**src/rtl/mask_pkg.sv**
```systemverilog
// Shared definitions for the mask arithmetic unit: widths, the reserved
// all-ones address, op codes, FSM states, completion status codes and the
// bitwise combine function used when building the write data.
package mask_pkg;

    localparam int DATA_W = 128;
    localparam int ADDR_W = 8;
    localparam logic [ADDR_W-1:0] ONES_ADDR = 8'hff;

    localparam logic [2:0] MOP_COPY  = 3'd0;
    localparam logic [2:0] MOP_NOT   = 3'd1;
    localparam logic [2:0] MOP_AND   = 3'd2;
    localparam logic [2:0] MOP_OR    = 3'd3;
    localparam logic [2:0] MOP_XOR   = 3'd4;
    localparam logic [2:0] MOP_ANDN  = 3'd5;
    localparam logic [2:0] MOP_CLEAR = 3'd6;
    localparam logic [2:0] MOP_SET   = 3'd7;

    localparam logic [1:0] ST_OK     = 2'b00;
    localparam logic [1:0] ST_ABORT  = 2'b01;
    localparam logic [1:0] ST_BADDST = 2'b10;

    typedef enum logic [2:0] {
        IDLE   = 3'd0,
        RD_A   = 3'd1,
        WAIT_A = 3'd2,
        RD_B   = 3'd3,
        WAIT_B = 3'd4,
        WRITE  = 3'd5,
        DONE   = 3'd6
    } state_e;

    // Ops 0..5 need source A.
    function automatic logic op_reads_a(input logic [2:0] op);
        return (op != MOP_CLEAR) && (op != MOP_SET);
    endfunction

    // Ops 2..5 also need source B.
    function automatic logic op_reads_b(input logic [2:0] op);
        return (op >= MOP_AND) && (op <= MOP_ANDN);
    endfunction

    function automatic logic [DATA_W-1:0] mask_combine(input logic [2:0] op,
                                                       input logic [DATA_W-1:0] a,
                                                       input logic [DATA_W-1:0] b);
        case (op)
            MOP_COPY:  return a;
            MOP_NOT:   return ~a;
            MOP_AND:   return a & b;
            MOP_OR:    return a | b;
            MOP_XOR:   return a ^ b;
            MOP_ANDN:  return a & ~b;
            MOP_CLEAR: return '0;
            default:   return '1;
        endcase
    endfunction

endpackage

```
**src/rtl/mask_popcount.sv**
```systemverilog
// Combinational population count of a 128-bit mask, built as an adder tree
// (per-byte counts, then pairwise sums). The parent registers the result.
//   mask  in  128  mask to count
//   count out 8    number of ones (0..128)
module mask_popcount
    import mask_pkg::*;
(
    input  logic [DATA_W-1:0] mask,
    output logic [7:0]        count
);

    logic [3:0] l0 [16];
    logic [4:0] l1 [8];
    logic [5:0] l2 [4];
    logic [6:0] l3 [2];

    always_comb begin
        for (int i = 0; i < 16; i++) begin
            l0[i] = 4'd0;
            for (int j = 0; j < 8; j++) begin
                l0[i] = l0[i] + {3'd0, mask[8*i+j]};
            end
        end
        for (int i = 0; i < 8; i++) l1[i] = {1'b0, l0[2*i]} + {1'b0, l0[2*i+1]};
        for (int i = 0; i < 4; i++) l2[i] = {1'b0, l1[2*i]} + {1'b0, l1[2*i+1]};
        for (int i = 0; i < 2; i++) l3[i] = {1'b0, l2[2*i]} + {1'b0, l2[2*i+1]};
        count = {1'b0, l3[0]} + {1'b0, l3[1]};
    end

endmodule

```
**src/rtl/mask_arith_unit.sv**
```systemverilog
// Mask arithmetic unit: reads up to two masks from the mask memory, combines
// them bitwise, writes the result back and reports its population count.
// Only touches the memory while alive=0.
//   clk, reset            clock, synchronous active-high reset
//   alive                 CPU owns the mask memory; aborts a running command
//   cmd_valid/cmd_ready   command handshake; cmd_op/src_a/src_b/dst fields
//   busy, done            command in progress / one-cycle completion pulse
//   status                00 ok, 01 aborted, 10 illegal destination
//   result_popcount       ones in the written mask (valid with done)
//   mau_*                 mask memory port; data_read has 1-cycle latency
module mask_arith_unit
    import mask_pkg::*;
(
    input  logic              clk,
    input  logic              reset,
    input  logic              alive,
    input  logic              cmd_valid,
    output logic              cmd_ready,
    input  logic [2:0]        cmd_op,
    input  logic [ADDR_W-1:0] cmd_src_a,
    input  logic [ADDR_W-1:0] cmd_src_b,
    input  logic [ADDR_W-1:0] cmd_dst,
    output logic              busy,
    output logic              done,
    output logic [1:0]        status,
    output logic [7:0]        result_popcount,
    output logic              mau_clk_en,
    output logic [ADDR_W-1:0] mau_address,
    output logic [DATA_W-1:0] mau_data_write,
    output logic              mau_wren,
    input  logic [DATA_W-1:0] data_read
);

    state_e            state;
    logic [2:0]        op_q;
    logic [ADDR_W-1:0] src_b_q;
    logic [ADDR_W-1:0] dst_q;
    logic [DATA_W-1:0] op_a;
    logic [DATA_W-1:0] op_b;
    logic              clk_en_q;
    logic              wren_q;
    logic [7:0]        pc;

    assign cmd_ready = (state == IDLE) && !alive && !reset;
    assign busy      = (state != IDLE);
    assign done      = (state == DONE);

    // alive can rise in the very cycle we are presenting a write; the port
    // must go quiet immediately, not one cycle later.
    assign mau_clk_en = clk_en_q && !alive;
    assign mau_wren   = wren_q && !alive;

    // Counts the registered write data, so the count is ready as WRITE ends.
    mask_popcount u_popcount (
        .mask  (mau_data_write),
        .count (pc)
    );

    always_ff @(posedge clk) begin
        if (reset) begin
            state           <= IDLE;
            op_q            <= '0;
            src_b_q         <= '0;
            dst_q           <= '0;
            op_a            <= '0;
            op_b            <= '0;
            clk_en_q        <= 1'b0;
            wren_q          <= 1'b0;
            status          <= ST_OK;
            result_popcount <= '0;
            mau_address     <= '0;
            mau_data_write  <= '0;
        end else if (alive && (state != IDLE) && (state != DONE)) begin
            state           <= DONE;
            clk_en_q        <= 1'b0;
            wren_q          <= 1'b0;
            status          <= ST_ABORT;
            result_popcount <= '0;
        end else begin
            case (state)
                IDLE: if (cmd_valid && cmd_ready) begin
                    op_q    <= cmd_op;
                    src_b_q <= cmd_src_b;
                    dst_q   <= cmd_dst;
                    if (cmd_dst == ONES_ADDR) begin
                        state           <= DONE;
                        status          <= ST_BADDST;
                        result_popcount <= '0;
                    end else if (op_reads_a(cmd_op)) begin
                        state       <= RD_A;
                        mau_address <= cmd_src_a;
                        clk_en_q    <= 1'b1;
                        wren_q      <= 1'b0;
                    end else begin
                        state          <= WRITE;
                        mau_address    <= cmd_dst;
                        mau_data_write <= mask_combine(cmd_op, '0, '0);
                        clk_en_q       <= 1'b1;
                        wren_q         <= 1'b1;
                    end
                end
                RD_A: state <= WAIT_A;
                // Address is still src_a here, so the ONES_ADDR substitution
                // applies to the data being captured.
                WAIT_A: begin
                    op_a <= data_read;
                    if (op_reads_b(op_q)) begin
                        state       <= RD_B;
                        mau_address <= src_b_q;
                    end else begin
                        state          <= WRITE;
                        mau_address    <= dst_q;
                        mau_data_write <= mask_combine(op_q, data_read, op_b);
                        wren_q         <= 1'b1;
                    end
                end
                RD_B: state <= WAIT_B;
                WAIT_B: begin
                    op_b           <= data_read;
                    state          <= WRITE;
                    mau_address    <= dst_q;
                    mau_data_write <= mask_combine(op_q, op_a, data_read);
                    wren_q         <= 1'b1;
                end
                WRITE: begin
                    state           <= DONE;
                    clk_en_q        <= 1'b0;
                    wren_q          <= 1'b0;
                    status          <= ST_OK;
                    result_popcount <= pc;
                end
                DONE:    state <= IDLE;
                default: state <= IDLE;
            endcase
        end
    end

endmodule

```
**config.mk**
```make
export PLATFORM = sky130hd
export DESIGN_NAME = mask_arith_unit
export DESIGN_NICKNAME = d
export VERILOG_FILES = /design/src/rtl/mask_pkg.sv /design/src/rtl/mask_popcount.sv /design/src/rtl/mask_arith_unit.sv
export SDC_FILE = /design/constraint.sdc
export NUM_CORES = 2
export LEC_CHECK = 0
export ABC_AREA = 0
export CORE_MARGIN = 2
export CORE_UTILIZATION = 45
export DETAILED_ROUTE_END_ITERATION = 10
export SLEW_MARGIN = 20
export SYNTH_ARGS = -nofsm -noshare
export SYNTH_HDL_FRONTEND = slang
export SYNTH_SLANG_ARGS = --single-unit
```
**constraint.sdc**
```tcl
create_clock -name clk -period 13.6 [get_ports clk]
set_input_delay 2.72 -clock clk [delete_from_list [all_inputs] [get_ports clk]]
set_output_delay 2.72 -clock clk [all_outputs]
set_load 0.05 [all_outputs]
```
== Yosys cells after proc, flatten, opt, wreduce, memory -nomap -nowiden ==
Index checks and enable logic that the tools add are counted.
Operators by class
  equality and inequality tests: 28
  $add $sub $neg: 127
  multiplexer cells: 34
  bitwise operators: 12
  $lt $le $gt $ge: 2
  reduce and logical (&&, ||, !) cells: 30
Operators by type and width (count)
  $pmux W128 S7: 2
  $mux W128: 5
  $and A128 B128 Y128: 4
  $add A4 B1 Y4: 96
  $not A128 Y128: 3
  $pmux W128 S3: 1
  $or A128 B128 Y128: 2
  $xor A128 B128 Y128: 2
  $mux W8: 6
  $add A4 B4 Y5: 8
  $add A1 B1 Y2: 16
  $eq A3 B3 Y1 const B: 9
  $add A5 B5 Y6: 4
  $pmux W8 S3: 1
  $eq A3 B2 Y1 const B: 6
  $pmux W3 S6: 1
  $pmux W8 S2: 1
  $mux W3: 5
  $add A6 B6 Y7: 2
  $reduce_and A3 Y1: 4
  $logic_and A1 B1 Y1: 9
  $logic_not A3 Y1: 3
  $ne A3 B3 Y1 const B: 3
  $reduce_bool A3 Y1: 3
  22 further kinds: 37
Word-level totals
  bits in registers: 426
  input port bits: 159

== Logic depth before layout (Yosys ltp) ==
  depth in word-level cells: 12
  mapped depth: 27
  depth with buffers taken out: 27

== Modules after synthesis ==
Synthesis repeated with hierarchy kept, for this count alone.
Second synthesis, totals
  cell total of the unflattened synthesis: 4440
  area total of the unflattened synthesis: 34778.4 µm²
By module, submodules not included
  mask_arith_unit: instances 1, cells an instance 4083, seq. area each 8528.2 µm², area each 31087.3 µm²
  mask_popcount: instances 1, cells an instance 357, seq. area each 0.0 µm², area each 3691.0 µm²

== Worst setup path after synthesis ==
Ideal clock, no wire load.
  path kind: reg2reg
  start: register mau_data_write[33]
  end: register result_popcount[6]
  arrival time: 7.302 ns
  cell stages (with the launch flop): 26
  setup slack: 6.170 ns
  clock period less this slack: 7.430 ns
  cell sequence: dfxtp_1 ha_1 inv_1 fa_1 fa_1 inv_1 fa_1 fa_1 xor2_1 fa_1 inv_1 fa_1 fa_1 inv_1 fa_1 inv_1 fa_1 fa_1 inv_1 ha_1 fa_1 a21o_1 a21oi_1 xnor2_1 a22oi_1 nor2_1
Between the ends
  longest elaborated chain between the ends: 12
Ends and longest elaborated chain
  start, declared: RTL line mask_arith_unit.sv:29  | output logic [DATA_W-1:0] mau_data_write,
  start signal, assigned: RTL line mask_arith_unit.sv:97  | mau_data_write <= mask_combine(cmd_op, '0, '0);
  start signal, assigned: RTL line mask_arith_unit.sv:113  | mau_data_write <= mask_combine(op_q, data_read, op_b);
  start signal, assigned: RTL line mask_arith_unit.sv:122  | mau_data_write <= mask_combine(op_q, op_a, data_read);
  $add A1 B1 Y2: RTL line mask_popcount.sv:21  | l0[i] = l0[i] + {3'd0, mask[8*i+j]};
  $add A4 B1 Y4 (6 in series): RTL line mask_popcount.sv:21
  $add A4 B4 Y5: RTL line mask_popcount.sv:24  | for (int i = 0; i < 8; i++) l1[i] = {1'b0, l0[2*i]} + {1'b0, l0[2*i+1]};
  $add A5 B5 Y6: RTL line mask_popcount.sv:25  | for (int i = 0; i < 4; i++) l2[i] = {1'b0, l1[2*i]} + {1'b0, l1[2*i+1]};
  $add A6 B6 Y7: RTL line mask_popcount.sv:26  | for (int i = 0; i < 2; i++) l3[i] = {1'b0, l2[2*i]} + {1'b0, l2[2*i+1]};
  $add A7 B7 Y8: RTL line mask_popcount.sv:27  | count = {1'b0, l3[0]} + {1'b0, l3[1]};
  $pmux W8 S2: RTL line mask_arith_unit.sv:80  | case (state)
  end signal, assigned: RTL line mask_arith_unit.sv:130  | result_popcount <= pc;
  end, declared: RTL line mask_arith_unit.sv:26  | output logic [7:0] result_popcount,
No other way between the ends.
A chain may end at the register's enable or synchronous reset.

== Worst setup path after layout ==
  start: register mau_data_write[32]
  end: register result_popcount[6]
Same word-level chain as after synthesis.

==> impl_metrics.env <==
export IMPL_die_h_um=280.8
export IMPL_path_class="flop to flop"
export IMPL_fmax_mhz=135.9
export IMPL_r2r_start="mau_data_write[32]"
export IMPL_cts_hold_buffers=0
export IMPL_grt_max_degree=180
export IMPL_rsz0062_at_grt="false"
export IMPL_startpoint_type="flop"
export IMPL_fin_util_pct=52.23
export IMPL_rr_endpoint="result_popcount[6]"
export IMPL_crit_arrival_ns=7.85
export IMPL_worstRegToRegCells=25
export IMPL_place_gp_congestion=0.8245
export IMPL_cts_root_buffer="clkbuf_16"
export IMPL_worst_setup_path_end_kind="flop"
export IMPL_setup_violations_final=0
export IMPL_synth_edf_count=0
export IMPL_rrSetupSlack_ns=6.24
export IMPL_route_detailed_drc=2
export IMPL_ioPinCount=310
export IMPL_cts_tree="built"
export IMPL_worstSetupEndpoint="result_popcount[6]"
export IMPL_drv_cap=0
export IMPL_nNetsFinal=4871
export IMPL_fin_skew_ns=0.02243
export IMPL_hold_viol=0
export IMPL_drt_iter0_drc=3129
export IMPL_crit_cells=25
export IMPL_startpoint="mau_data_write[32]"
export IMPL_cp_common_cell="fa_1"
export IMPL_critical_path_required_ns=14.09
export IMPL_ant_nets=0
export IMPL_synth_seq_cells=426
export IMPL_worstHoldStart="dst_q[4]"
export IMPL_clk_insertion_delay_late_ns=0.62
export IMPL_layout_common_cells="inv_1 (627), nand2_1 (563), dfxtp_1 (425), a21oi_1 (352), ha_1 (321)"
export IMPL_final_common_cell="inv_1"
export IMPL_outcome="finished with violations"
export IMPL_htreeDepth=2
export IMPL_synth_seq_area_share_pct=24.73
export IMPL_first_pass_iters=11
export IMPL_slowest_stage="fa_1"
export IMPL_async_flop_share_pct=0
export IMPL_finalCriticalPeriod_ns=7.359
export IMPL_initial_core_util_pct=45.40
export IMPL_ys_warn_count=0
export IMPL_relSlewSlack_pct=23.90
export IMPL_leakagePower_nw=14.09
export IMPL_finalNonFillerCells=5353
export IMPL_post_cts_resized=0
export IMPL_dieArea_um2=78850
export IMPL_synth_cell_types=59
export IMPL_final_cell_area_um2=39670
export IMPL_syn2layout_area_growth_pct=15.05
export IMPL_vias_per_cell=5.823
export IMPL_cts_buffer_depth=3
export IMPL_min_period_over_period_pct=54.11
export IMPL_fp_coreArea_um2=75950
export IMPL_syn_inst=4217
export IMPL_dpl_hpwl_mm=65.56
export IMPL_netlist_area_um2=34480
export IMPL_critPathBufInv=6
export IMPL_irDropWorstVdd_mv=0.9337
export IMPL_cp_max_fo=3
export IMPL_slew_violations=0
export IMPL_place_area_um2=37900
export IMPL_drt_total_wl_mm=108.4
export IMPL_vias=31170
export IMPL_postCtsSetupBuffers=0
export IMPL_cp_slowest_stage_delay_ns=0.54
export IMPL_worst_pin_slew_ns=1.139
export IMPL_die_w_um=280.8
export IMPL_synth_area_per_cell_um2=8.177
export IMPL_crit_family="adder cells"
export IMPL_grt_overflow_total=0
export IMPL_hp_class="flop to flop"
export IMPL_grt_pass1_wl_mm=168.0
export IMPL_antenna_found_initial=13
export IMPL_drive_above_1_share_pct=4.473
export IMPL_syn_nets=4813
export IMPL_clk_pin_slew_worst_paths_ns=0.06
export IMPL_power_density_nw_per_um2=186.4
export IMPL_wl_per_cell_um=20.26
export IMPL_synth_ff_type="dfxtp_1"
export IMPL_grt_usage_pct=26.63
export IMPL_cts_buffers=54
export IMPL_violations="DRC"
export IMPL_total_power_w=0.007395
export IMPL_fin_tns_setup_ns=0
export IMPL_dp_cells=5249
export IMPL_numPortBuffers=309
export IMPL_cts_sinks=426
export IMPL_first_global_vias=28880
export IMPL_rows=101
## where the power goes
part / leakage, nW / switching [W] / internal (W) / total (W)
combinational: 9.77 / 0.00267 / 0.00181 / 0.00448
clock: 0.868 / 0.000601 / 0.000851 / 0.00145
sequential: 3.45 / 0.0000990 / 0.00136 / 0.00146
## registers in the layout (all words and copies together) (netlist names), 8 cells and up
register	count
op_b	128
op_a	128
mau_data_write	128
result_popcount	8
src_b_q	8
dst_q	8
mau_address	8
## area by class of cell
cell class | count | area, um2
diodes | 8 | 20.02
clock buffers | 79 | 1609
clock inverters | 17 | 140.1
fillers | 7221 | 36280
inverters | 628 | 2357
multi-input cells | 2815 | 22290
flip-flops and latches | 426 | 8532
well taps | 1030 | 1289
repair buffers | 350 | 3431
## logic make-up (layout without fill, tap and decap cells)
| group | after synthesis | in the layout | share of synthesized area [%] |
|---|---|---|---|
| xor+xnor | 26 | 26 | 0.6604 |
| buf+inv | 976 | 1074 | 10.87 |
| other cells | 0 | 8 | 0 |
| mux | 261 | 261 | 7.577 |
| flops | 426 | 426 | 24.73 |
| simple gates | 908 | 908 | 12.21 |
| fa+ha+maj | 437 | 437 | 18.38 |
| compound gates | 1183 | 1183 | 25.56 |
## layer usage
layer  share of wire, %  track usage, %  vias up
li1                   -               -    15130
met1                 42           34.65    14870
met2                 48           45.32     1010
met3                6.5           3.899      152
met4                2.6           8.350       10
met5              0.054               0        -
## worst register-to-register path, stage by stage, from the launching register on
cell     delay [ns]
dfxtp_1        0.33
ha_1           0.30
inv_1          0.07
fa_1           0.42
fa_1           0.50
inv_1          0.05
fa_1           0.40
fa_1           0.44
xor2_1         0.19
fa_1           0.54
inv_1          0.05
fa_1           0.51
fa_1           0.54
inv_1          0.06
fa_1           0.53
inv_1          0.05
fa_1           0.45
fa_1           0.49
inv_1          0.04
ha_1           0.21
fa_1           0.46
a21o_1         0.17
a21oi_1        0.17
xnor2_1        0.08
a22oi_1        0.13
nor2_1         0.05
## Yosys cell counts (6+ instances only)
cell / n / area (um2)
o22a_1: 124 / 1086
buf_6: 6 / 67.56
clkbuf_1: 295 / 1107
nor2_1: 25 / 93.84
nor3_1: 13 / 65.06
a211oi_1: 11 / 82.58
a222oi_1: 247 / 2472
ha_1: 321 / 4016
inv_1: 627 / 2354
o21a_1: 11 / 82.58
a221oi_2: 20 / 300.3
a22oi_1: 9 / 67.56
o22ai_1: 248 / 1551
a211oi_2: 31 / 387.9
fa_1: 116 / 2322
a21oi_1: 352 / 1762
o21ai_0: 24 / 120.1
o2bb2ai_1: 8 / 70.07
a221oi_1: 69 / 604.3
nor4_1: 9 / 56.30
dfxtp_1: 426 / 8528
buf_2: 26 / 130.1
xor2_1: 16 / 140.1
mux2i_1: 261 / 2613
nor2b_1: 268 / 1677
nand2_1: 567 / 2128
xnor2_1: 10 / 87.58
buf_1: 19 / 71.32
## worst min-delay path by stage
stage | cells after the start | slack, ns | end
after CTS | 2 | 0.46 | dst_q[4]
after detailed placement | 2 | 0.45 | dst_q[0]
final | 2 | 0.45 | dst_q[4]
after global placement | 2 | 0.44 | op_b[125]
after global routing | 2 | 0.47 | op_b[125]
after floorplan | 2 | 0.44 | dst_q[0]
## metrics by stage
stage	hold slack (ns)	setup slack, ns
6_report	0.4534	6.241
5_1_grt	0.4742	5.931
4_1_cts	0.4567	6.209
3_5_place_dp	0.4492	6.223
3_3_place_gp	0.4424	6.231
2_1_floorplan	0.4363	6.170
(Power assumes the default switching activity.)
